--- config.mk ---
export PLATFORM = sky130hd
export DESIGN_NAME = board_row_fetcher_flat
export DESIGN_NICKNAME = d
export VERILOG_FILES = /design/src/rtl/tetris_pkg.sv /design/src/rtl/board_row_fetcher_if.sv /design/src/rtl/board_row_fetcher_cell_overlay.sv /design/src/rtl/board_row_fetcher.sv /design/src/flat_wrapper.sv
export SDC_FILE = /design/constraint.sdc
export NUM_CORES = 1
export LEC_CHECK = 0
export CAP_MARGIN = 20
export CELL_PAD_IN_SITES_DETAIL_PLACEMENT = 1
export CELL_PAD_IN_SITES_GLOBAL_PLACEMENT = 2
export CORE_MARGIN = 4
export CORE_UTILIZATION = 23
export CTS_CLUSTER_SIZE = 28
export DETAILED_ROUTE_END_ITERATION = 12
export HOLD_SLACK_MARGIN = 0.02
export PLACE_DENSITY_LB_ADDON = 0.1
export SLEW_MARGIN = 5
export SYNTH_ARGS = -nofsm -noshare
export SYNTH_HDL_FRONTEND = slang
export SYNTH_SLANG_ARGS = --single-unit
--- constraint.sdc ---
create_clock -name Clk -period 2.3 [get_ports Clk]
set_input_delay 0.345 -clock Clk [delete_from_list [all_inputs] [get_ports Clk]]
set_output_delay 0.345 -clock Clk [all_outputs]
set_load 0.02 [all_outputs]
--- src/rtl/tetris_pkg.sv ---
// Shared board constants, cell/color types, fetcher FSM states and the cell palette.
// The board logic and the row fetcher both use this palette.
package tetris_pkg;

  localparam int BOARD_W = 10;
  localparam int BOARD_H = 20;
  localparam int CELL_W  = 3;

  typedef logic [CELL_W-1:0] cell_t;
  typedef logic [15:0]       color_t;

  typedef enum logic [1:0] {
    ST_IDLE,
    ST_FETCH,
    ST_DRAIN,
    ST_COMMIT
  } fetch_state_t;

  function automatic color_t palette(cell_t code);
    case (code)
      3'd0:    palette = 16'h0000;
      3'd1:    palette = 16'h00FF;
      3'd2:    palette = 16'h00F0;
      3'd3:    palette = 16'h0F00;
      3'd4:    palette = 16'h0FF0;
      3'd5:    palette = 16'h0F0F;
      3'd6:    palette = 16'h0F80;
      3'd7:    palette = 16'h000F;
      default: palette = 16'h0000;
    endcase
  endfunction

endpackage

--- src/rtl/board_row_fetcher_if.sv ---
// Bus between the VGA color mapper / board RAM / piece logic (master) and the row fetcher (slave).
// LD_Row is a level; a fetch starts only on its rising edge while the fetcher is idle. busy is high
// while a fetch is in flight, and rowReady pulses for one cycle in the first cycle Row shows new data.
// ram_rdata must be valid exactly one cycle after ram_addr.
interface board_row_fetcher_if;
  import tetris_pkg::*;

  logic        LD_Row;
  logic [7:0]  rowNum;
  logic [7:0]  ram_addr;
  cell_t       ram_rdata;
  logic        piece_valid;
  logic [3:0]  piece_x [4];
  logic [4:0]  piece_y [4];
  cell_t       piece_type;
  color_t      Row [BOARD_W];
  logic        rowReady;
  logic        busy;

  modport master (
    output LD_Row, rowNum, ram_rdata, piece_valid, piece_x, piece_y, piece_type,
    input  ram_addr, Row, rowReady, busy
  );

  modport slave (
    input  LD_Row, rowNum, ram_rdata, piece_valid, piece_x, piece_y, piece_type,
    output ram_addr, Row, rowReady, busy
  );

endinterface

--- src/rtl/board_row_fetcher_cell_overlay.sv ---
// Color of one captured cell: the falling piece wins over the RAM cell code, and rows
// below the board are always blank.
module cell_overlay
  import tetris_pkg::*;
(
  input  logic [3:0] col,
  input  logic [7:0] row_q,
  input  logic       piece_valid,
  input  logic [3:0] piece_x [4],
  input  logic [4:0] piece_y [4],
  input  cell_t      piece_type,
  input  cell_t      ram_rdata,
  output color_t     color
);

  logic hit;

  always_comb begin
    hit = 1'b0;
    for (int i = 0; i < 4; i++) begin
      if (piece_x[i] == col && {3'b000, piece_y[i]} == row_q) hit = 1'b1;
    end

    if (row_q >= 8'(BOARD_H))      color = '0;
    else if (piece_valid && hit)   color = palette(piece_type);
    else                           color = palette(ram_rdata);
  end

endmodule

--- src/rtl/board_row_fetcher.sv ---
// Reads one board row from RAM, overlays the falling piece into a shadow buffer,
// then commits the whole Row array in a single cycle so the mapper never sees a partial row.
module board_row_fetcher
  import tetris_pkg::*;
(
  input  logic                 Clk,
  input  logic                 reset,
  board_row_fetcher_if.slave   bus,
  output fetch_state_t         state_dbg
);

  fetch_state_t state, state_nxt;
  logic         ld_q;
  logic         start;
  logic [7:0]   row_q;
  logic [3:0]   col, col_nxt;
  logic [3:0]   cap_col;
  logic         capture;
  logic [7:0]   ram_addr_c;
  color_t       cell_color;
  color_t       shadow [BOARD_W];
  color_t       row_r  [BOARD_W];
  logic         row_ready_r;

  assign start = bus.LD_Row & ~ld_q;

  always_ff @(posedge Clk) begin
    if (reset) begin
      state <= ST_IDLE;
      ld_q  <= 1'b0;
      row_q <= '0;
      col   <= '0;
    end else begin
      state <= state_nxt;
      ld_q  <= bus.LD_Row;
      col   <= col_nxt;
      if (state == ST_IDLE && start) row_q <= bus.rowNum;
    end
  end

  // RAM data lags the address by one cycle, so each FETCH cycle captures the previous
  // column and DRAIN picks up the last one.
  always_comb begin
    state_nxt  = state;
    col_nxt    = col;
    capture    = 1'b0;
    cap_col    = col - 4'd1;
    ram_addr_c = '0;
    case (state)
      ST_IDLE: begin
        if (start) begin
          state_nxt = ST_FETCH;
          col_nxt   = '0;
        end
      end
      ST_FETCH: begin
        if (row_q < 8'(BOARD_H)) ram_addr_c = row_q * 8'(BOARD_W) + {4'b0000, col};
        capture = (col != 4'd0);
        if (col == 4'(BOARD_W - 1)) state_nxt = ST_DRAIN;
        else                        col_nxt   = col + 4'd1;
      end
      ST_DRAIN: begin
        capture   = 1'b1;
        cap_col   = 4'(BOARD_W - 1);
        state_nxt = ST_COMMIT;
      end
      ST_COMMIT: state_nxt = ST_IDLE;
      default:   state_nxt = ST_IDLE;
    endcase
  end

  cell_overlay u_cell_overlay (
    .col         (cap_col),
    .row_q       (row_q),
    .piece_valid (bus.piece_valid),
    .piece_x     (bus.piece_x),
    .piece_y     (bus.piece_y),
    .piece_type  (bus.piece_type),
    .ram_rdata   (bus.ram_rdata),
    .color       (cell_color)
  );

  always_ff @(posedge Clk) begin
    if (reset) begin
      for (int k = 0; k < BOARD_W; k++) begin
        shadow[k] <= '0;
        row_r[k]  <= '0;
      end
      row_ready_r <= 1'b0;
    end else begin
      if (capture) shadow[cap_col] <= cell_color;
      if (state == ST_COMMIT) row_r <= shadow;
      row_ready_r <= (state == ST_COMMIT);
    end
  end

  assign bus.ram_addr = ram_addr_c;
  assign bus.Row      = row_r;
  assign bus.rowReady = row_ready_r;
  assign bus.busy     = (state != ST_IDLE);
  assign state_dbg    = state;

endmodule

--- src/flat_wrapper.sv ---
// flat-port wrapper written by rule: the top's interface ports become plain ports
module board_row_fetcher_flat import tetris_pkg::*;
  (Clk, reset, state_dbg, bus_LD_Row, bus_rowNum, bus_ram_rdata, bus_piece_valid, bus_piece_x, bus_piece_y, bus_piece_type, bus_ram_addr, bus_Row, bus_rowReady, bus_busy);
  board_row_fetcher_if bus_i ();
  input  logic Clk;
  input  logic reset;
  output fetch_state_t state_dbg;
  input wire logic [$bits(bus_i.LD_Row)-1:0] bus_LD_Row;
  input wire logic [$bits(bus_i.rowNum)-1:0] bus_rowNum;
  input wire logic [$bits(bus_i.ram_rdata)-1:0] bus_ram_rdata;
  input wire logic [$bits(bus_i.piece_valid)-1:0] bus_piece_valid;
  input wire logic [$bits(bus_i.piece_x)-1:0] bus_piece_x;
  input wire logic [$bits(bus_i.piece_y)-1:0] bus_piece_y;
  input wire logic [$bits(bus_i.piece_type)-1:0] bus_piece_type;
  output wire logic [$bits(bus_i.ram_addr)-1:0] bus_ram_addr;
  output wire logic [$bits(bus_i.Row)-1:0] bus_Row;
  output wire logic [$bits(bus_i.rowReady)-1:0] bus_rowReady;
  output wire logic [$bits(bus_i.busy)-1:0] bus_busy;
  assign bus_i.LD_Row = bus_LD_Row;
  assign bus_i.rowNum = bus_rowNum;
  assign bus_i.ram_rdata = bus_ram_rdata;
  assign bus_i.piece_valid = bus_piece_valid;
  assign bus_i.piece_x = {>>{bus_piece_x}};
  assign bus_i.piece_y = {>>{bus_piece_y}};
  assign bus_i.piece_type = bus_piece_type;
  assign bus_ram_addr = bus_i.ram_addr;
  assign bus_Row = {>>{bus_i.Row}};
  assign bus_rowReady = bus_i.rowReady;
  assign bus_busy = bus_i.busy;
  board_row_fetcher u_core (.Clk(Clk), .reset(reset), .bus(bus_i), .state_dbg(state_dbg));
endmodule
==> results.yml <==
synth:
  syn_avg_cell_area_um2: 9.210
  muxShareOfSynthArea: 0.09145
  synth_area_leaders: "dfxtp_1 (34%), buf_4 (16%), mux2i_1 (9.1%)"
  synth_top_area_frac: 0.3377
  yosys_warnings: 0
  syn_inst: 618
  ys.flop_type: "dfxtp_1"
  synth_compound_area_frac: 0.1389
  yosys.area.top_type: "dfxtp_1"
  synth_edf_count: 0
  synth-xor-area-share: 0.06463
  synth_cell_types: 47
  synth_seq_area_share: 0.3377
  synth-seq-cells: 96
  yosys.area_share.simple: 0.1172
  syn_area_um2: 5692
  synth_top_family_by_area: "buffers and inverters"
  synth-adder-area-share: 0.06199
  async_flop_share: 0
timing:
  grt_setup_unrepaired: "yes"
  setup_violations: 44
  finalMaxSlewViolations: 0
  post-route-min-period_ns: 2.710
  min_period_over_period: 1.178
  max_slew_margin: 0.5838
  max_freq_mhz: 369.1
  worst_slew_pin_slew_ns: 0.6244
  setup_ws_ns: -0.4095
  hold_viol: 0
  fin_hold_ws_ns: 0.4069
  fin_skew_ns: 0.01006
  setup_tns_ns: -10.56
detailed_routing:
  dr.pass1.iters: 4
  drt-initial-drc-count: 117
  detail_route.wl_per_cell_um: 16.23
  m1WireLength_um: 8014
  vias: 4698
  drc: 0
  wl_met3_um: 1054
  wl_met2_um: 8672
  wirelength_um: 17910
  dr.max_layer_used: "met4"
  vias_per_cell: 4.259
  antenna_left: 0
floorplan:
  core_um2: 24320
  dieArea_um2: 27330
  ios: 226
  die_y_um: 165.3
  num_rows: 57
  die_x_um: 165.3
  start_util: 0.2340
outcome:
  status: "finished, violations left"
  violations: "setup timing"
cells_and_area:
  synthToLayoutAreaGrowth_pct: 46.85
  fin_area_um2: 8358
  n_antenna_cell: 0
  drive_gt1_frac: 0.1964
  nNetsFinal: 855
  postLayoutCoreUtil: 0.3437
place:
  dp_hpwl_um: 13560
  io_buffers: 185
  place_area_um2: 7557
  gp_congestion: 0.7947
  post-place-ws_ns: -0.5962
clock_network:
  path_clk_slew_ns: 0.07
  clock_sinks: 96
  ctsHtreeMaxLevel: 3
  cts.path.max_buffers: 2
  cts_root_buffer: "clkbuf_16"
  cts-buffers-inserted: 9
  clk_latency_ns: 0.35
  tritoncts: "built"
critical_path:
  cp-end-kind: "primary output"
  required_ns: 1.96
  worstSetupStartpointType: "register"
  path_delay_family: "adder cells"
  cp_slowest_cell: "fa_2"
  cp_num_buf_inv: 1
  arrival_ns: 2.36
  cpMostUsedCell: "ha_4"
  critPathMaxStageDelay_ns: 0.58
  crit_fanout: 3
  crit_type: "reg2out"
  cp_cell_sequence: "ha_4, ha_4, fa_2, nand2_2, or3_4, a21oi_4, buf_6"
hold_path:
  hold_path.class: "in2reg"
grt:
  grt_pass1_wl_um: 27050
  grt_pass1_vias: 4866
  grt_overflow: 0
  antenna_found_initial: 0
  grt_max_degree: 42
  grt_util_all_layers: 0.1272
power_and_ir_drop:
  p_leak_nw: 3.238
  ir_worst_vdd_uv: 289.5
  power.density_nw_per_um2: 637.7
run:
  drv_cap: 0
## placed cells by master (no fill, tap or decap), types with 8 or more instances in the layout
master / instances
clkdlybuf4s50_1: 175
buf_6: 9
clkbuf_16: 12
xor2_1: 17
nor2_1: 71
mux2i_1: 52
inv_1: 13
a22o_1: 40
ha_1: 15
a21oi_1: 15
nand2_1: 15
dfxtp_1: 88
nand4_1: 13
buf_4: 52
conb_1: 40
buf_12: 8
xnor2_1: 19
## power by group
group | internal [mW] | total [mW] | switching [mW]
logic | 0.980 | 2.10 | 1.12
clock network | 0.755 | 1.48 | 0.721
registers | 1.71 | 1.75 | 0.0408
## flip-flops by register name, summed over array words and instances (netlist names)
signal,cells
u_core.shadow,40
u_core.bus.rowReady,1
u_core.col,4
u_core.ld_q,1
u_core.row_q,8
u_core.bus.Row,40
u_core.state_dbg,2
## through the flow
step,power (mW),std cells
after detailed placement,3.560,1069
after global placement,3.514,1069
after CTS,5.357,1103
after global routing,5.645,1103
final,5.330,1103
after floorplan,2.872,657
## synth_stat cells (all sizes together) (13+ instances only)
master  instances
nor2           74
ha             25
dfxtp          96
xor2           21
mux2i          52
inv            15
nand4          13
clkbuf         15
a21oi          20
xnor2          21
buf           132
a22o           40
nand2          17
## layout make-up
class                   count  area [µm²]
fillers                  2753       15960
multi-input cells         399        3132
repair buffers            253        2532
flip-flops and latches     96        1942
well taps                 324       405.4
clock buffers               9       225.2
inverters                  15       61.31
clock inverters             7       60.06
## path summary, 6_finish.rpt
kind	start	endpoint	slack (ns)	cells past startpoint
worst max-delay path	u_core.row_q[3]	bus_ram_addr[6]	-0.41	7
worst min-delay path	reset	u_core.ld_q	0.41	2
worst max register to register	u_core.col[1]	u_core.shadow[123]	-0.30	12
worst min register to register	u_core.shadow[19]	u_core.shadow[19]	0.48	1
## cells by family after synthesis
kind of cell / Yosys count
buf+inv: 162
flops: 96
fa+ha+maj: 27
xor+xnor: 42
compound gates: 95
other cells: 1
mux: 52
simple gates: 143
## per-layer routing
metal,global-route usage,up-vias
li1,-,2273
met1,0.1655,2284
met2,0.2168,129
met3,0.02705,12
met4,0.02850,0
met5,0,-
## timing repair
| item | CTS | global route |
|---|---|---|
| setup endpoints to repair | 48 | 47 |
| resized for setup | 84 | 19 |
| pin swaps | 24 | 22 |
| cloned | 3 | 0 |
| buffers inserted | 16 | 2 |
| hold buffers | 0 | 0 |
Power figures use the tool's default switching activity.
